===== src/rtl/psum_accumulator_pkg.sv =====
// Shared definitions for the partial-sum accumulator: default widths,
// the two-state controller encoding and a small width helper.
package psum_accumulator_pkg;

    // Default widths matching the tree adder output and the accumulated result.
    localparam int PSUM_IN_W       = 20;
    localparam int PSUM_OUT_W      = 22;
    localparam int PSUM_NUM_CHUNKS = 4;

    // ACC accepts partial sums, HOLD presents a finished dot product.
    typedef enum logic {
        ACC  = 1'b0,
        HOLD = 1'b1
    } psum_state_e;

    // Bits needed to represent a beat count from 0 up to and including n.
    function automatic int count_width(input int n);
        return $clog2(n + 1);
    endfunction

endpackage


===== src/rtl/psum_accumulator_chunk_counter.sv =====
// Beat counter for one dot product. Counts 0..MODULUS-1 and wraps,
// raising 'terminal' while the current value is the last beat slot.
module chunk_counter #(
    parameter int MODULUS = 4,
    parameter int W       = 3
) (
    input  logic         clk,
    input  logic         rst_n,
    input  logic         clear,
    input  logic         inc,
    output logic [W-1:0] count,
    output logic         terminal
);

    logic [W-1:0] count_q;

    // The next accepted beat is the final one of a full dot product.
    assign terminal = (count_q == W'(MODULUS - 1));
    assign count    = count_q;

    // Clear wins over increment so a handshake always restarts from zero.
    always_ff @(posedge clk or negedge rst_n) begin
        if (!rst_n) begin
            count_q <= '0;
        end else if (clear) begin
            count_q <= '0;
        end else if (inc) begin
            count_q <= terminal ? '0 : count_q + W'(1);
        end
    end

endmodule


===== src/rtl/psum_accumulator.sv =====
// Accumulates signed partial sums from the tree adder into one dot product,
// closing after NUM_CHUNKS beats or on an early in_last, then holds the
// result until the consumer takes it.
module psum_accumulator
    import psum_accumulator_pkg::*;
#(
    parameter int IN_W       = PSUM_IN_W,
    parameter int NUM_CHUNKS = PSUM_NUM_CHUNKS,
    parameter int OUT_W      = PSUM_OUT_W
) (
    input  logic                               clk,
    input  logic                               rst_n,
    input  logic                               in_valid,
    output logic                               in_ready,
    input  logic signed [IN_W-1:0]             in_psum,
    input  logic                               in_last,
    output logic                               out_valid,
    input  logic                               out_ready,
    output logic signed [OUT_W-1:0]            out_sum,
    output logic [$clog2(NUM_CHUNKS+1)-1:0]    out_count
);

    localparam int CNT_W = count_width(NUM_CHUNKS);

    // Reject parameter sets where the result could overflow or the chunk
    // count is outside what the counter is built for.
    if (NUM_CHUNKS < 2 || NUM_CHUNKS > 256) begin : g_bad_chunks
        $error("psum_accumulator: NUM_CHUNKS=%0d outside 2..256", NUM_CHUNKS);
    end
    if (OUT_W < IN_W + $clog2(NUM_CHUNKS)) begin : g_bad_out_w
        $error("psum_accumulator: OUT_W=%0d too narrow for IN_W=%0d x %0d chunks",
               OUT_W, IN_W, NUM_CHUNKS);
    end

    psum_state_e             state_q;
    psum_state_e             state_d;
    logic signed [OUT_W-1:0] acc_q;
    logic signed [OUT_W-1:0] psum_ext;
    logic [CNT_W-1:0]        count;
    logic [CNT_W-1:0]        out_count_q;
    logic                    terminal;
    logic                    in_fire;
    logic                    out_fire;
    logic                    close_beat;

    // Handshakes are derived from the registered state only, so in_ready and
    // out_valid never depend combinationally on the other side's signals.
    assign in_fire    = in_valid && (state_q == ACC);
    assign out_fire   = out_ready && (state_q == HOLD);
    assign close_beat = in_fire && (terminal || in_last);
    assign psum_ext   = OUT_W'(in_psum);

    chunk_counter #(
        .MODULUS (NUM_CHUNKS),
        .W       (CNT_W)
    ) u_chunk_counter (
        .clk      (clk),
        .rst_n    (rst_n),
        .clear    (out_fire),
        .inc      (in_fire),
        .count    (count),
        .terminal (terminal)
    );

    // Controller state register.
    always_ff @(posedge clk or negedge rst_n) begin
        if (!rst_n) begin
            state_q <= ACC;
        end else begin
            state_q <= state_d;
        end
    end

    // Next state and handshake outputs: accept in ACC, present in HOLD.
    always_comb begin
        state_d   = state_q;
        in_ready  = 1'b0;
        out_valid = 1'b0;
        case (state_q)
            ACC: begin
                in_ready = 1'b1;
                if (close_beat) begin
                    state_d = HOLD;
                end
            end
            HOLD: begin
                out_valid = 1'b1;
                if (out_fire) begin
                    state_d = ACC;
                end
            end
            default: begin
                state_d = ACC;
            end
        endcase
    end

    // Running sum and the captured beat count; both restart at the output
    // handshake. The count is latched on the closing beat because the
    // counter itself wraps to zero after a full dot product.
    always_ff @(posedge clk or negedge rst_n) begin
        if (!rst_n) begin
            acc_q       <= '0;
            out_count_q <= '0;
        end else if (out_fire) begin
            acc_q       <= '0;
            out_count_q <= '0;
        end else if (in_fire) begin
            acc_q <= acc_q + psum_ext;
            if (close_beat) begin
                out_count_q <= count + CNT_W'(1);
            end
        end
    end

    assign out_sum   = acc_q;
    assign out_count = out_count_q;

endmodule


===== config.mk =====
export PLATFORM = sky130hd
export DESIGN_NAME = psum_accumulator
export DESIGN_NICKNAME = d
export VERILOG_FILES = /design/src/rtl/psum_accumulator_pkg.sv /design/src/rtl/psum_accumulator_chunk_counter.sv /design/src/rtl/psum_accumulator.sv
export SDC_FILE = /design/constraint.sdc
export NUM_CORES = 1
export LEC_CHECK = 0
export CORE_MARGIN = 3
export CORE_UTILIZATION = 45
export CTS_BUF_LIST = sky130_fd_sc_hd__clkbuf_16
export CTS_CLUSTER_DIAMETER = 60
export DETAILED_ROUTE_END_ITERATION = 12
export PLACE_DENSITY_LB_ADDON = 0.25
export SLEW_MARGIN = 30
export SYNTH_ARGS = -nofsm -noshare
export SYNTH_HDL_FRONTEND = slang
export SYNTH_HIERARCHICAL = 1
export SYNTH_SLANG_ARGS = --single-unit

===== constraint.sdc =====
create_clock -name clk -period 3.4 [get_ports clk]
set_clock_uncertainty 0.2 [all_clocks]
set_input_delay 0.68 -clock clk [delete_from_list [all_inputs] [get_ports clk]]
set_output_delay 0.68 -clock clk [all_outputs]
set_load 0.03 [all_outputs]

==> flow_summary.toml, run 1 <==
[worst_setup_path]
critPathLaunch = "in_psum[0]"
worstPathRequired_ns = 3.37
r2r-start = "out_sum[0]"
critPathMaxFanout = 4
critPathSlowestCell = "clkdlybuf4s50_1"
r2r_slack_ns = 0.73
path_cells = "clkdlybuf4s50_1 -> ha_1 -> inv_1 -> fa_1 -> nor2b_1 -> o21ai_0 -> a21oi_2 -> o21ai_0 -> o31ai_1 -> a221oi_1 -> xnor2_1 -> a22o_1"
crit_type = "in2reg"
worst_path_largest_cell_delay_ns = 0.46
cp-end-kind = "flop"
critPathMostFrequentCell = "o21ai_0"
worst_setup_path_start_kind = "input pin"
cp.arrival_ns = 3.12

[final_layout]
area_growth_pct = 38.6
stdcell_area_sq_um = 2940
n_fill_cell = 374
final_util_pct = 66.2
drive_gt1_share_pct = 11.5
antenna_cells = 0
final_nets = 336

[grt]
antenna_found_initial = 0
grt_pass1_wl_um = 8680
overflow = 0
grt_max_degree = 30
grt_pass1_vias = 1902
grt_usage_pct = 20.1

[timing]
hold_violations = 0
finalSetupViolations = 0
timing.fmax_mhz = 317
period_share_pct = 92.8
maxSlewHeadroom_pct = 71.6
rsz0062_at_grt = "false"
drv_slew = 0
hold_ws_ns = 0.310
period_minus_slack_ns = 3.15
worst_pin_slew_ns = 0.421

[floorplanning]
io_pins = 52
start_util_pct = 47.7
die_area_sq_um = 5570
die_h_um = 74.7
num_rows = 24
die_w_um = 74.7
core_area_sq_um = 4440

[logic_synthesis]
async_reset_ff_share_pct = 100
yosysUniqueCellTypes = 47
synth_common_cells = "29 x dfrtp_1, 23 x ha_1, 19 x a22o_1, 18 x a21oi_1, 17 x inv_1"
ys_ff_latch = 29
syn_area_per_cell_sq_um = 9.51
syn-cell-area_sq_um = 2120
ys_seq_area_share_pct = 34.2
synth_edf_count = 0
syn-num-nets = 272
ys.flop_type = "dfrtp_1"
synth_area_leader_cell = "dfrtp_1"
yosysWarnings = 6
synth_top_area_share_pct = 34.2
synth_most_common_cell = "dfrtp_1"
netlist_instances = 223
ys_top_cells_by_area = "dfrtp_1 34%, ha_1 14%, a22o_1 7.8%"

[route]
via_count = 1955
route.detailed.wl_per_inst_um = 15.5
drc = 0
drtPass1Iterations = 4
routed_wl_um = 5280
via_per_inst = 5.75
drt_iter0_drc = 141
drt.antenna.violating_nets = 0

[clock_network]
clk_latency_ns = 0.28
cts_tree = "built"
cts_sinks = 29
cts_buffer_depth = 2
cts-root-buf = "clkbuf_16"
post_cts_buffers = 0
htree_levels = 2
numCtsBuffers = 5
path_clk_slew_ns = 0.05

[power]
power.density_nw_per_um2 = 1030
total_power_mw = 3.01
peakVddDrop_mv = 0.416
power_leakage_nw = 1.35

[worst_hold_path]
hp-class = "reg2reg"
hp-start = "out_count[1]"

[placed_design]
gp_congestion = 0.856
place_area_sq_um = 2760
port_buffers = 51
dp_hpwl_um = 3760

[job]
maxCapViolCount = 0

[outcome]
status = "complete, no violations"
[flip-flops by register name (all words and copies together), names as in the netlist]
register,flops
u_chunk_counter/count,3
out_count,3
state_q,1
out_sum,22
[cell families after synthesis]
logic type,share of synthesized area (%)
compound gates,27.8
xor+xnor,7.85
flops,34.2
fa+ha+maj,14.5
buf+inv,4.25
simple gates,11.3
[cell usage in the layout, fill, tap and decap left out, types with 5 or more instances in the layout]
| cell type | count |
|---|---|
| a22o_1 | 19 |
| a21o_1 | 6 |
| a21oi_1 | 17 |
| buf_4 | 12 |
| nor2_1 | 13 |
| clkbuf_16 | 5 |
| xnor2_1 | 14 |
| ha_1 | 23 |
| dfrtp_1 | 29 |
| clkdlybuf4s50_1 | 51 |
| o21ai_0 | 11 |
| nand3_1 | 6 |
| xor2_1 | 5 |
| inv_1 | 17 |
| nand2_1 | 11 |
[metrics by stage]
step | setup slack, ns | std cells | setup TNS [ns]
after floorplan | 0.539 | 223 | 0
after global placement | -0.0453 | 332 | -0.0637
after detailed placement | -0.0572 | 332 | -0.133
after CTS | 0.189 | 340 | 0
after global routing | 0.00615 | 340 | 0
final | 0.245 | 340 | 0
[cell type report]
type | instances | area, sq um | share of cell area (%)
well taps | 52 | 65.1 | 2.21
clock inverters | 3 | 41.3 | 1.40
flip-flops and latches | 29 | 726 | 24.7
multi-input cells | 171 | 1320 | 44.9
inverters | 17 | 63.8 | 2.17
repair buffers | 63 | 601 | 20.4
clock buffers | 5 | 125 | 4.26
[per-layer routing]
layer | wire (um) | GRT usage, % | part of all wire, %
met1 | 2480 | 26.5 | 47
met2 | 2470 | 32.8 | 47
met5 | 0 | 0 | 0
met4 | 43 | 6.13 | 0.81
met3 | 286 | 4.81 | 5.4
[worst max-delay path, delay by kind of cell]
family,cells,cell delay (ns)
AOI/OAI and AO/OA,6,1.13
adders and majority gates,2,0.55
buffers and inverters,2,0.52
xor gates and xnor gates,1,0.15
and+or+nand+nor,1,0.11
[path summary, 6_finish.rpt]
kind	depth (start not counted)	endpoint
max	12	out_sum[20]
min	2	out_count[1]
max reg2reg	11	out_sum[20]
min reg2reg	2	out_count[1]
max in group asynchronous	2	out_sum[3]
min in group asynchronous	2	out_sum[13]
[power by group]
part | total [mW] | internal (mW) | switching [mW] | leakage (nW)
logic | 1.90 | 0.883 | 1.01 | 0.903
clock network | 0.503 | 0.342 | 0.161 | 0.0775
registers | 0.614 | 0.492 | 0.122 | 0.368
[what timing repair did]
action                     CTS  global route
setup endpoints to repair    0             3
resized for setup            0             2
hold endpoints to repair     0             0
hold buffers                 0             0
(Power assumes the default switching activity.)
==> run 2: changes to the inputs <==
CORE_ASPECT_RATIO = 1.75   (was not set)
GPL_TIMING_DRIVEN = 0   (was not set)
==> flow_summary.toml, run 2 (synthesized netlist as in run 1, its figures left out) <==
[placed_design]
dp_cells = 325
dp_hpwl_um = 3760
place_area_sq_um = 2690
port_buffers = 51
gp_congestion = 0.887

[final_layout]
layout_common_cells = "50 x clkdlybuf4s50_1, 29 x dfrtp_1, 23 x ha_1"
largest_register_ff_count = 22
drive_gt1_share_pct = 7.80
finalNonFillerCells = 333
multi_input_area_sq_um = 1320
final_nets = 330
final_util_pct = 64.0
antenna_cells = 0
n_fill_cell = 409
stdcell_area_sq_um = 2870
mostFrequentLayoutCell = "clkdlybuf4s50_1"
area_growth_pct = 35.3
regArea_sq_um = 726

[timing]
period_share_pct = 94.6
period_minus_slack_ns = 3.22
timing.fmax_mhz = 311
finalSetupViolations = 0
worst_pin_slew_ns = 0.650
drv_slew = 0
rsz0062_at_grt = "true"
maxSlewHeadroom_pct = 56.6
hold_violations = 0

[clock_network]
cts_sinks = 29
clk_latency_ns = 0.28
htree_levels = 2
cts_tree = "built"
path_clk_slew_ns = 0.05
cts_buffer_depth = 2
cts-root-buf = "clkbuf_16"
numCtsBuffers = 5

[floorplanning]
io_pins = 52
num_rows = 32
die_w_um = 57.9
core_area_sq_um = 4480
die_area_sq_um = 5610
start_util_pct = 47.3
die_h_um = 96.8

[grt]
grt_max_degree = 30
grt_pass1_wl_um = 8540
overflow = 0
grt_usage_pct = 19.3
grt_pass1_vias = 1904
antenna_found_initial = 0

[route]
drtPass1Iterations = 6
drt.antenna.violating_nets = 0
drc = 0
route.detailed.wl_per_inst_um = 14.8
routed_wl_um = 4920
drt_iter0_drc = 34
via_count = 1873
via_per_inst = 5.62

[power]
power.density_nw_per_um2 = 1010
power_leakage_nw = 1.31
peakVddDrop_mv = 0.612

[worst_setup_path]
ff2ff_path_depth = 9
worstPathRequired_ns = 3.37
cp.arrival_ns = 3.18
cp-end-kind = "flop"
crit_type = "in2reg"
worst_setup_path_start_kind = "input pin"
critPathMaxFanout = 4

[worst_hold_path]
hp-class = "in2async"

[outcome]
status = "complete, no violations"

[job]
maxCapViolCount = 0
## run 2: cell count changes in the layout (fill, tap and decap cells not counted), sizes merged
cell           previous run  this run
clkdlybuf4s50            51        50
clkinvlp                  1         0
buf                      12         2
clkbuf                    5        10
inv                      17        18
## run 2: report_power, final
part / switching, mW / internal (mW)
registers: 0.120 / 0.492
logic: 0.975 / 0.822
clock network: 0.152 / 0.340
## run 2: final timing paths
path / startpoint / end / slack, ns
max: in_psum[0] / out_sum[20] / 0.18
min: rst_n / out_sum[12] / 0.23
max reg2reg: out_sum[4] / out_sum[19] / 0.66
min reg2reg: out_count[0] / out_count[0] / 0.30
max in group asynchronous: rst_n / out_sum[0] / 2.34
min in group clk: out_count[0] / out_count[0] / 0.30
## run 2: layout make-up
class                           count  area share (%)
Inverter                           17            2.22
Tap cell                           51            2.22
Timing Repair Buffer               51            17.6
Clock buffer                        5            4.36
Clock inverter                      3            1.31
Multi-Input combinational cell    171            46.1
Sequential cell                    29            25.3
Buffer                              6           0.916
## run 2: per-layer routing
layer / routed length (um) / track usage (%)
met1: 2010 / 22.4
met5: 0 / 0
met4: 117 / 8.57
met3: 189 / 3.47
met2: 2600 / 33.3
## run 2: per-stage QoR
stage                     hold slack [ns]  TNS [ns]  setup WS, ns  power [mW]
final                               0.230         0         0.184        2.90
after floorplan                     0.184         0         0.539        1.88
after global routing                0.289   -0.0242       -0.0242        3.13
after detailed placement            0.292    -0.658        -0.281        2.40
after global placement              0.286    -0.693        -0.298        2.38
after CTS                           0.266         0        0.0196        2.91
## run 2: what timing repair did
item / 4_1_cts / 5_1_grt
hold buffers: 0 / 0
setup endpoints to repair: 1 / 2
gates resized for setup: 1 / 2
setup buffers: 0 / 0
pin swaps: 0 / 1
## run 2: worst max-delay path, stage by stage
cell	delay [ns]
clkdlybuf4s50_1	0.46
ha_1	0.17
inv_1	0.05
fa_1	0.39
nor2b_1	0.12
o21ai_0	0.14
a21oi_2	0.24
o21ai_0	0.15
o31ai_2	0.28
a221oi_1	0.16
xnor2_1	0.15
a22o_1	0.18
